--- config.mk ---
export PLATFORM = sky130hd
export DESIGN_NAME = calc_result_display
export DESIGN_NICKNAME = d
export VERILOG_FILES = /design/src/rtl/calc_result_display_pkg.sv /design/src/rtl/calc_result_display_seg7_decode.sv /design/src/rtl/calc_result_display.sv
export SDC_FILE = /design/constraint.sdc
export NUM_CORES = 1
export LEC_CHECK = 0
export ABC_CLOCK_PERIOD_IN_PS = 2100
export CORE_MARGIN = 4
export CORE_UTILIZATION = 53
export CTS_BUF_LIST = sky130_fd_sc_hd__clkbuf_8
export CTS_CLUSTER_SIZE = 40
export DETAILED_ROUTE_END_ITERATION = 8
export GPL_TIMING_DRIVEN = 0
export PLACE_DENSITY = 0.78
export SLEW_MARGIN = 15
export SYNTH_ARGS = -nofsm -noshare
export SYNTH_HDL_FRONTEND = slang
export SYNTH_HIERARCHICAL = 1
export SYNTH_SLANG_ARGS = --single-unit
--- constraint.sdc ---
create_clock -name clk -period 2.1 [get_ports clk]
set_input_delay 0.21 -clock clk [delete_from_list [all_inputs] [get_ports clk]]
set_output_delay 0.21 -clock clk [all_outputs]
set_load 0.005 [all_outputs]
--- src/rtl/calc_result_display_pkg.sv ---
// Shared definitions for the calculator result display: FSM encoding,
// special segment glyphs and the decimal digit segment table.
package calc_result_display_pkg;

  typedef enum logic [1:0] {
    ST_IDLE  = 2'd0,
    ST_SHIFT = 2'd1,
    ST_DONE  = 2'd2
  } state_t;

  // Active-low segment patterns, bit order {g,f,e,d,c,b,a}
  localparam logic [6:0] SEG_BLANK = 7'h7F;
  localparam logic [6:0] SEG_E     = 7'h06;
  localparam logic [6:0] SEG_R     = 7'h2F;

  // Decimal digit to segments; anything above 9 renders blank
  function automatic logic [6:0] digit_seg(input logic [3:0] d);
    logic [6:0] s;
    case (d)
      4'd0:    s = 7'h40;
      4'd1:    s = 7'h79;
      4'd2:    s = 7'h24;
      4'd3:    s = 7'h30;
      4'd4:    s = 7'h19;
      4'd5:    s = 7'h12;
      4'd6:    s = 7'h02;
      4'd7:    s = 7'h78;
      4'd8:    s = 7'h00;
      4'd9:    s = 7'h10;
      default: s = SEG_BLANK;
    endcase
    return s;
  endfunction

endpackage

--- src/rtl/calc_result_display_seg7_decode.sv ---
// Combinational BCD digit to active-low 7-segment decoder with blank override.
module calc_result_display_seg7_decode
  import calc_result_display_pkg::*;
(
  input  logic [3:0] digit,
  input  logic       blank,
  output logic [6:0] seg
);

  // Blank wins over the digit value
  always_comb begin
    seg = blank ? SEG_BLANK : digit_seg(digit);
  end

endmodule

--- src/rtl/calc_result_display.sv ---
// Captures divider results, converts them to BCD with a sequential
// double-dabble and scans them onto a 4-digit common-anode display.
module calc_result_display
  import calc_result_display_pkg::*;
#(
  parameter int WIDTH    = 8,
  parameter int SCAN_DIV = 50000
) (
  input  logic             clk,
  input  logic             reset,
  input  logic             res_ready,
  input  logic [WIDTH-1:0] res_quot,
  input  logic [WIDTH-1:0] res_rem,
  input  logic             res_err,
  input  logic             sel_rem,
  output logic             busy,
  output logic [15:0]      bcd,
  output logic [6:0]       seg,
  output logic [3:0]       an
);

  localparam int BW = (WIDTH < 2) ? 1 : $clog2(WIDTH);
  localparam logic [BW-1:0] BIT_LAST = BW'(WIDTH - 1);
  localparam int CW = $clog2(SCAN_DIV);
  localparam logic [CW-1:0] SCAN_LAST = CW'(SCAN_DIV - 1);

  // Double-dabble correction: add 3 to every nibble that is 5 or more
  function automatic logic [15:0] dd_adjust(input logic [15:0] v);
    logic [15:0] r;
    for (int i = 0; i < 4; i++) begin
      r[4*i +: 4] = (v[4*i +: 4] >= 4'd5) ? v[4*i +: 4] + 4'd3 : v[4*i +: 4];
    end
    return r;
  endfunction

  logic             ready_q, sel_q;
  logic [WIDTH-1:0] quot_l, rem_l;
  logic             err_l;
  state_t           state;
  logic [BW-1:0]    bit_cnt;
  logic [15:0]      scratch;
  logic [WIDTH-1:0] operand;
  logic             err_disp;
  logic [CW-1:0]    scan_cnt;
  logic [1:0]       idx;

  logic             ready_edge, sel_chg, trig;
  logic [WIDTH-1:0] cur_quot, cur_rem, next_operand;
  logic             cur_err;
  logic [15:0]      adj;
  logic [3:0]       nz;
  logic [3:0]       digit;
  logic             blank;
  logic [6:0]       dec_seg, seg_nxt;

  // Trigger detection; a sel-only change reuses the previously latched result
  always_comb begin
    ready_edge   = res_ready & ~ready_q;
    sel_chg      = sel_rem ^ sel_q;
    trig         = ready_edge | sel_chg;
    cur_quot     = ready_edge ? res_quot : quot_l;
    cur_rem      = ready_edge ? res_rem  : rem_l;
    cur_err      = ready_edge ? res_err  : err_l;
    next_operand = sel_rem ? cur_rem : cur_quot;
    adj          = dd_adjust(scratch);
  end

  // Control: edge-detect history, conversion FSM and published result
  always_ff @(posedge clk or negedge reset) begin
    if (!reset) begin
      ready_q  <= 1'b0;
      sel_q    <= 1'b0;
      state    <= ST_IDLE;
      busy     <= 1'b0;
      bcd      <= 16'h0000;
      err_disp <= 1'b0;
      bit_cnt  <= '0;
    end else begin
      ready_q <= res_ready;
      sel_q   <= sel_rem;
      if (trig) begin
        if (cur_err) begin
          state    <= ST_IDLE;
          busy     <= 1'b0;
          err_disp <= 1'b1;
        end else begin
          state   <= ST_SHIFT;
          busy    <= 1'b1;
          bit_cnt <= '0;
        end
      end else begin
        case (state)
          ST_SHIFT: begin
            bit_cnt <= bit_cnt + BW'(1);
            if (bit_cnt == BIT_LAST) state <= ST_DONE;
          end
          ST_DONE: begin
            bcd      <= scratch;
            err_disp <= 1'b0;
            busy     <= 1'b0;
            state    <= ST_IDLE;
          end
          default: state <= ST_IDLE;
        endcase
      end
    end
  end

  // Datapath: latched result and shift-add-3 scratch/operand registers
  always_ff @(posedge clk) begin
    if (trig) begin
      quot_l  <= cur_quot;
      rem_l   <= cur_rem;
      err_l   <= cur_err;
      scratch <= 16'h0000;
      operand <= next_operand;
    end else if (state == ST_SHIFT) begin
      scratch <= (adj << 1) | {15'd0, operand[WIDTH-1]};
      operand <= operand << 1;
    end
  end

  // Leading-zero blanking: a digit is blank when it and all digits above are zero
  always_comb begin
    nz = 4'b0000;
    for (int k = 0; k < 4; k++) nz[k] = |bcd[4*k +: 4];
    digit = bcd[{idx, 2'b00} +: 4];
    case (idx)
      2'd0:    blank = 1'b0;
      2'd1:    blank = ~|nz[3:1];
      2'd2:    blank = ~|nz[3:2];
      default: blank = ~nz[3];
    endcase
  end

  calc_result_display_seg7_decode u_dec (
    .digit (digit),
    .blank (blank),
    .seg   (dec_seg)
  );

  // Error message " Err" overrides the numeric digits
  always_comb begin
    seg_nxt = dec_seg;
    if (err_disp) begin
      case (idx)
        2'd3:    seg_nxt = SEG_BLANK;
        2'd2:    seg_nxt = SEG_E;
        default: seg_nxt = SEG_R;
      endcase
    end
  end

  // Scan timer, digit index and registered anode/segment drive
  always_ff @(posedge clk or negedge reset) begin
    if (!reset) begin
      scan_cnt <= '0;
      idx      <= 2'd0;
      an       <= 4'hF;
      seg      <= SEG_BLANK;
    end else begin
      if (scan_cnt == SCAN_LAST) begin
        scan_cnt <= '0;
        idx      <= idx + 2'd1;
      end else begin
        scan_cnt <= scan_cnt + CW'(1);
      end
      an  <= ~(4'b0001 << idx);
      seg <= seg_nxt;
    end
  end

endmodule

# Word level (Yosys, flattened, before mapping)
# Memory sizes are Yosys's and may differ from the RTL's.
# Index checks and enable logic that the tools add are counted.
# word_totals
regBits	95
mem_bits_ro	112
input_bits	21
out_inout_bits	28
word_cells	86
n_memories	1
# memory_table
name	depth	width	rd	rd_clocked_by_memory_dff	wr	line_no	rtl
(no name shown)	16	7	1	0	0	calc_result_display_pkg.sv:19	case (d)
# classes
addsub	7
magnitude_cmp	4
eq_ne	10
n_shift	2
n_mux	27
bitwise_logic	8
reduce_logical	11
# op_table
operator	count
$mux W8	5
$add A16 B1 Y16 const B	1
$eq A16 B16 Y1 const B	1
$ge A4 B3 Y1 const B	4
$mux W16	1
$or A16 B1 Y16	1
$shiftx A16 B5 Y4	1
$mux W7	2
$pmux W7 S2	1
$add A4 B2 Y4 const B	3
$mux W3	4
$mux W4	3
$reduce_or A12 Y1	1
$reduce_or A8 Y1	1
$mux W1	7
$eq A2 B2 Y1 const B	3
$mux W2	3
$reduce_and A2 Y1	3
$eq A2 B1 Y1 const B	2
$not A4 Y4	1
$reduce_bool A2 Y1	2
$reduce_or A4 Y1	1
$shl A1 B2 Y4 const A	1
$add A3 B1 Y3 const B	1
13 further kinds	16

# Longest topological paths before layout
# logic_depth
word_depth	5
ltp_mapped	11

# Modules after synthesis
# Netlist, hierarchy kept.
# modules_own_cells
module	instances	cells_per_inst	area_each_um2	seq_area_each_um2
calc_result_display	1	366	4436.8	2436.1
calc_result_display_seg7_decode	1	33	235.2	0.0

# Worst setup path before layout
# OpenSTA, ideal clock, no wires.
# synth_timing
path_type	flip-flop to flip-flop
start	reg ready_q
end	reg err_l (enable)
setup_time_ns	0.388
arrival_time_ns	1.825
required_time_ns	1.712
path_slack_ns	-0.113
path_stages_with_launch	8
path_buffers	4
synth_period_minus_slack_ns	2.213
path_cell_list	dfrtp_1 -> nand2b_1 -> buf_2 -> and2_1 -> buf_4 -> inv_2 -> buf_2 -> buf_1
# synth_between
elab_chain_cells	3
# synth_rtl
element	line_no	rtl
start: declaration	calc_result_display.sv:36	logic ready_q, sel_q;
start signal: assignment	calc_result_display.sv:79	ready_q <= res_ready;
$not A1 Y1	calc_result_display.sv:58	ready_edge = res_ready & ~ready_q;
$and A1 B1 Y1	calc_result_display.sv:58	
$or A1 B1 Y1	calc_result_display.sv:60	trig = ready_edge | sel_chg;
via trig	calc_result_display.sv:47	logic ready_edge, sel_chg, trig;
end signal: assignment	calc_result_display.sv:114	err_l <= cur_err;
end: declaration	calc_result_display.sv:38	logic err_l;
# The timed path passes the listed nets, and every way through them passes these cells.
# A chain may end at the register's enable or synchronous reset.

# Final worst setup path
# layout_timing
start	reg bcd[4]
end	reg seg[4]
# layout_between
elab_chain_cells	5
word_cells_on_any_way	7
classes_between	shift (1); mux (3); reduce/logical (2); memory (1)
# layout_rtl
element	line_no	rtl
start: declaration	calc_result_display.sv:17	output logic [15:0] bcd,
start signal: assignment	calc_result_display.sv:98	bcd <= scratch;
$reduce_or A12 Y1	calc_result_display.sv:130	2'd1: blank = ~|nz[3:1];
$logic_not A1 Y1	calc_result_display.sv:130	
$pmux W1 S3	calc_result_display.sv:128	case (idx)
via blank	calc_result_display.sv:53	logic blank;
$mux W7	calc_result_display_seg7_decode.sv:12	seg = blank ? SEG_BLANK : digit_seg(digit);
via dec_seg[4]	calc_result_display.sv:54	logic [6:0] dec_seg, seg_nxt;
$mux W7	calc_result_display.sv:145	if (err_disp) begin
via seg_nxt[4]	calc_result_display.sv:54	
end signal: assignment	calc_result_display.sv:169	seg <= seg_nxt;
end: declaration	calc_result_display.sv:18	output logic [6:0] seg,
# The timed path passes the listed nets, and every way through them passes these cells.

==> results.py <==
metrics = {
    "outcome": {
        "result_of_the_run": "finished clean",
    },
    "floorplan": {
        "die-area_um2": 10380,
        "initial_utilization": 0.5574,
        "fp-row-count": 33,
        "floorplan_die_width_um": 101.9,
        "die-height_um": 101.9,
        "ios": 49,
        "coreArea_um2": 8382,
    },
    "synthesis": {
        "synthDistinctLibCells": 47,
        "count_of_flip_flops_with_a_built_in_enable_after_synthesis": 25,
        "yosysTopAreaCellShare": 0.2303,
        "synth-seq-area-share": 0.5214,
        "syn_inst": 399,
        "synthDominantAreaCellType": "dfrtp_1",
        "synth_async_sr_flop_share": 0.5684,
        "most_common_cell_in_the_synthesized_netlist": "dfrtp_1",
        "synth_area_per_cell_um2": 11.71,
        "synth.cells.most_frequent": "dfrtp_1 (43), mux2_2 (39), inv_1 (26), edfxtp_1 (25)",
        "synth_top_cells_by_area": "dfrtp_1 (23%), edfxtp_1 (16%), mux2_2 (9.4%)",
        "synth-warning-count": 6,
        "synth_fp_nets": 442,
        "yosys_most_used_dff": "dfrtp_1",
        "synth_register_bits": 95,
        "synthesis.area_um2": 4672,
    },
    "route": {
        "drt-vias-per-instance": 5.448,
        "detail_route.wl_per_cell_um": 15.50,
        "ant_nets": 0,
        "totalWireLength_mm": 8.930,
        "drt-pass1-iter-count": 4,
        "dr.first_iter.drc_count": 99,
        "drc_markers": 0,
        "vias": 3138,
    },
    "cells_and_area": {
        "layout.cell_area.non_filler_um2": 5578,
        "final_layout_size_suffix_gt1_frac": 0.2378,
        "fin_util": 0.6655,
        "finalNetCount": 509,
        "insertedDiodeCount": 0,
        "area_growth_pct": 19.39,
    },
    "timing": {
        "max_clock_freq_ghz": 0.4878,
        "skew_ps": 20.15,
        "slew_viol_final": 0,
        "fin_crit_ps": 2050,
        "setup_violations": 0,
        "period_share": 0.9763,
        "timing_hold_violations_final": 0,
        "maxSlewHeadroom": 0.6769,
        "worstMarginPinSlew_ps": 484.6,
    },
    "cts": {
        "cts_tree": "done",
        "clkLatencyLatePin_ps": 370,
        "cts-buffers-inserted": 9,
        "ctsRootBufferMaster": "clkbuf_8",
        "clk_pin_slew_ps": 90,
        "cts_buffer_depth": 2,
        "cts.sink_count": 95,
        "ctsHtreeMaxLevel": 3,
    },
    "critical_path": {
        "slowest_delay_ps": 520,
        "worstPathArrival_ps": 2330,
        "crit_start": "bcd[4]",
        "cpLargestDelayFamily": "simple AND/OR/NAND/NOR gates",
        "startpoint_type": "flip-flop",
        "regToRegStartpoint": "bcd[4]",
        "critPathRequiredTime_ps": 2380,
        "reg_to_reg_end": "seg[4]",
        "critPathCaptureType": "flip-flop",
        "cp.depth": 9,
        "worst-path-max-fanout": 6,
        "critPathBufInv": 2,
        "critical_path.slowest_cell": "or4_1",
        "path_class": "reg2reg",
        "reg2reg_depth": 9,
        "timing.reg2reg.setup_slack_ps": 50,
        "worstPathCellList": "or4_1 -> o21ai_1 -> a21oi_1 -> nor2_2 -> buf_4 -> a21oi_1 -> o21ai_0 -> inv_1 -> o21ai_0",
    },
    "power": {
        "intPower_mw": 2.715,
        "switching_share": 0.2665,
        "peak_supply_drop_uv": 503.2,
        "power.density_cell_area_nw_per_um2": 663.7,
        "leakage_nw": 2.299,
        "pwr-share-clk": 0.303,
        "switching_power_of_the_nets_uw": 986.8,
        "share_comb_of_total_power": 0.127,
        "power_frac_seq": 0.569,
    },
    "worst_hold_path": {
        "worst_hold_stages": 1,
        "worst_hold_startpoint": "res_ready",
        "hold_path_end": "ready_q",
        "timing.hold.worst.class": "in2reg",
    },
    "global_routing": {
        "overflow": 0,
        "first_pass_grt_wire_length_mm": 14.86,
        "grt_pass1_vias": 2959,
        "maximum_number_of_pins_on_one_net_before_global_route_repair": 35,
        "grt_antenna_before_repair": 0,
        "grtUsageTotal": 0.1822,
    },
    "flow_run": {
        "maxCapViolCount": 0,
    },
    "placement": {
        "hpwlAfterDp_mm": 6.481,
        "io_buffers": 48,
        "globalplace.congestion": 0.8199,
        "postPlaceCellArea_um2": 5306,
    },
}
## state kept, by name, summed over array words and instances (netlist names)
signal / flops
err_l: 1
state: 2
sel_q: 1
ready_q: 1
an: 4
busy: 1
bcd: 16
quot_l: 8
idx: 2
seg: 7
scratch: 16
bit_cnt: 3
err_disp: 1
rem_l: 8
operand: 8
scan_cnt: 16
## layout by cell type (no fill, tap or decap), drive strengths merged, types with 3 or more instances in the layout
cell	instances
dfrtp	43
nand4	3
nor2b	3
clkdlybuf4s50	47
clkinv	3
inv	28
mux2i	3
xor2	8
mux4	4
or2	3
a31oi	8
edfxtp	25
nand2	17
nor3b	4
nor3	6
nand3	21
or3	10
dfstp	11
clkinvlp	3
mux2	48
o21ai	19
buf	18
xnor2	8
or4	3
a211oi	6
nand2b	10
nor2	22
ha	22
a21oi	17
dfxtp	16
clkbuf	17
## through the flow
step	power [mW]	cells	setup slack (ps)	TNS [ps]	hold slack, ps
detailed placement	2.616	553	-499.5	-18060	190.3
finish	3.702	576	49.78	0	310.3
CTS	3.733	571	1.340	0	297.5
floorplan	2.437	399	1.978	0	-85.59
global placement	2.585	552	-734.0	-49060	472.6
global route	3.881	576	-23.87	-25.18	287.8
## logic make-up after synthesis
kind of cell               after synthesis  share of synthesized area
buffers and inverters                   45                    0.04606
DFF                                     95                     0.5214
muxes                                   55                     0.1486
and+or+nand+nor                        109                     0.1245
xor gates and xnor gates                16                    0.03000
AOI/OAI and AO/OA                       57                    0.07043
adders and majority gates               22                    0.05892
## worst max path at each step
| stage | slack, ps | end |
|---|---|---|
| 2_1_floorplan | 2 | seg[3] |
| 3_3_place_gp | -730 | bcd[9] |
| 3_5_place_dp | -500 | quot_l[7] |
| 4_1_cts | 1 | seg[5] |
| 5_1_grt | -20 | seg[4] |
| 6_report | 50 | seg[4] |
## worst reg2reg max path: stages, from the launching register on
cell and delay (ps):
dfrtp_1 420, or4_1 520, o21ai_1 150, a21oi_1 90, nor2_2 270, buf_4 170
a21oi_1 30, o21ai_0 100, inv_1 60, o21ai_0 170
## power groups by stage
stage	clock network (mW)	logic [mW]	registers [mW]
4_1_cts	1.15	0.477	2.11
5_1_grt	1.23	0.531	2.12
2_1_floorplan	0	0.308	2.13
3_5_place_dp	0	0.469	2.15
6_report	1.12	0.472	2.11
3_3_place_gp	0	0.444	2.14
## layout make-up
type                       count  area, um2
buffer                        18      136.4
clock buffer                   9      123.9
clock inverter                 7      56.30
fill                         641       2804
inverter                      27      105.1
multi-input combinational    259       2037
sequential                    95       2437
tap                          105      131.4
timing repair buffer          56      550.5
## per-layer routing
metal	wire (um)	track usage	share of wire
met2	4564	0.3043	0.51
met4	65	0.04541	0.0073
met1	3890	0.2428	0.44
met3	410	0.04232	0.046
met5	0	0	0
## repair_timing
action / CTS / global route
setup buffers: 1 / 5
setup endpoints to repair: 36 / 37
hold buffers: 1 / 0
hold endpoints to repair: 9 / 0
pin swaps: 1 / 2
resized for setup: 10 / 15
No activity file was read; power rests on OpenSTA's default activity.
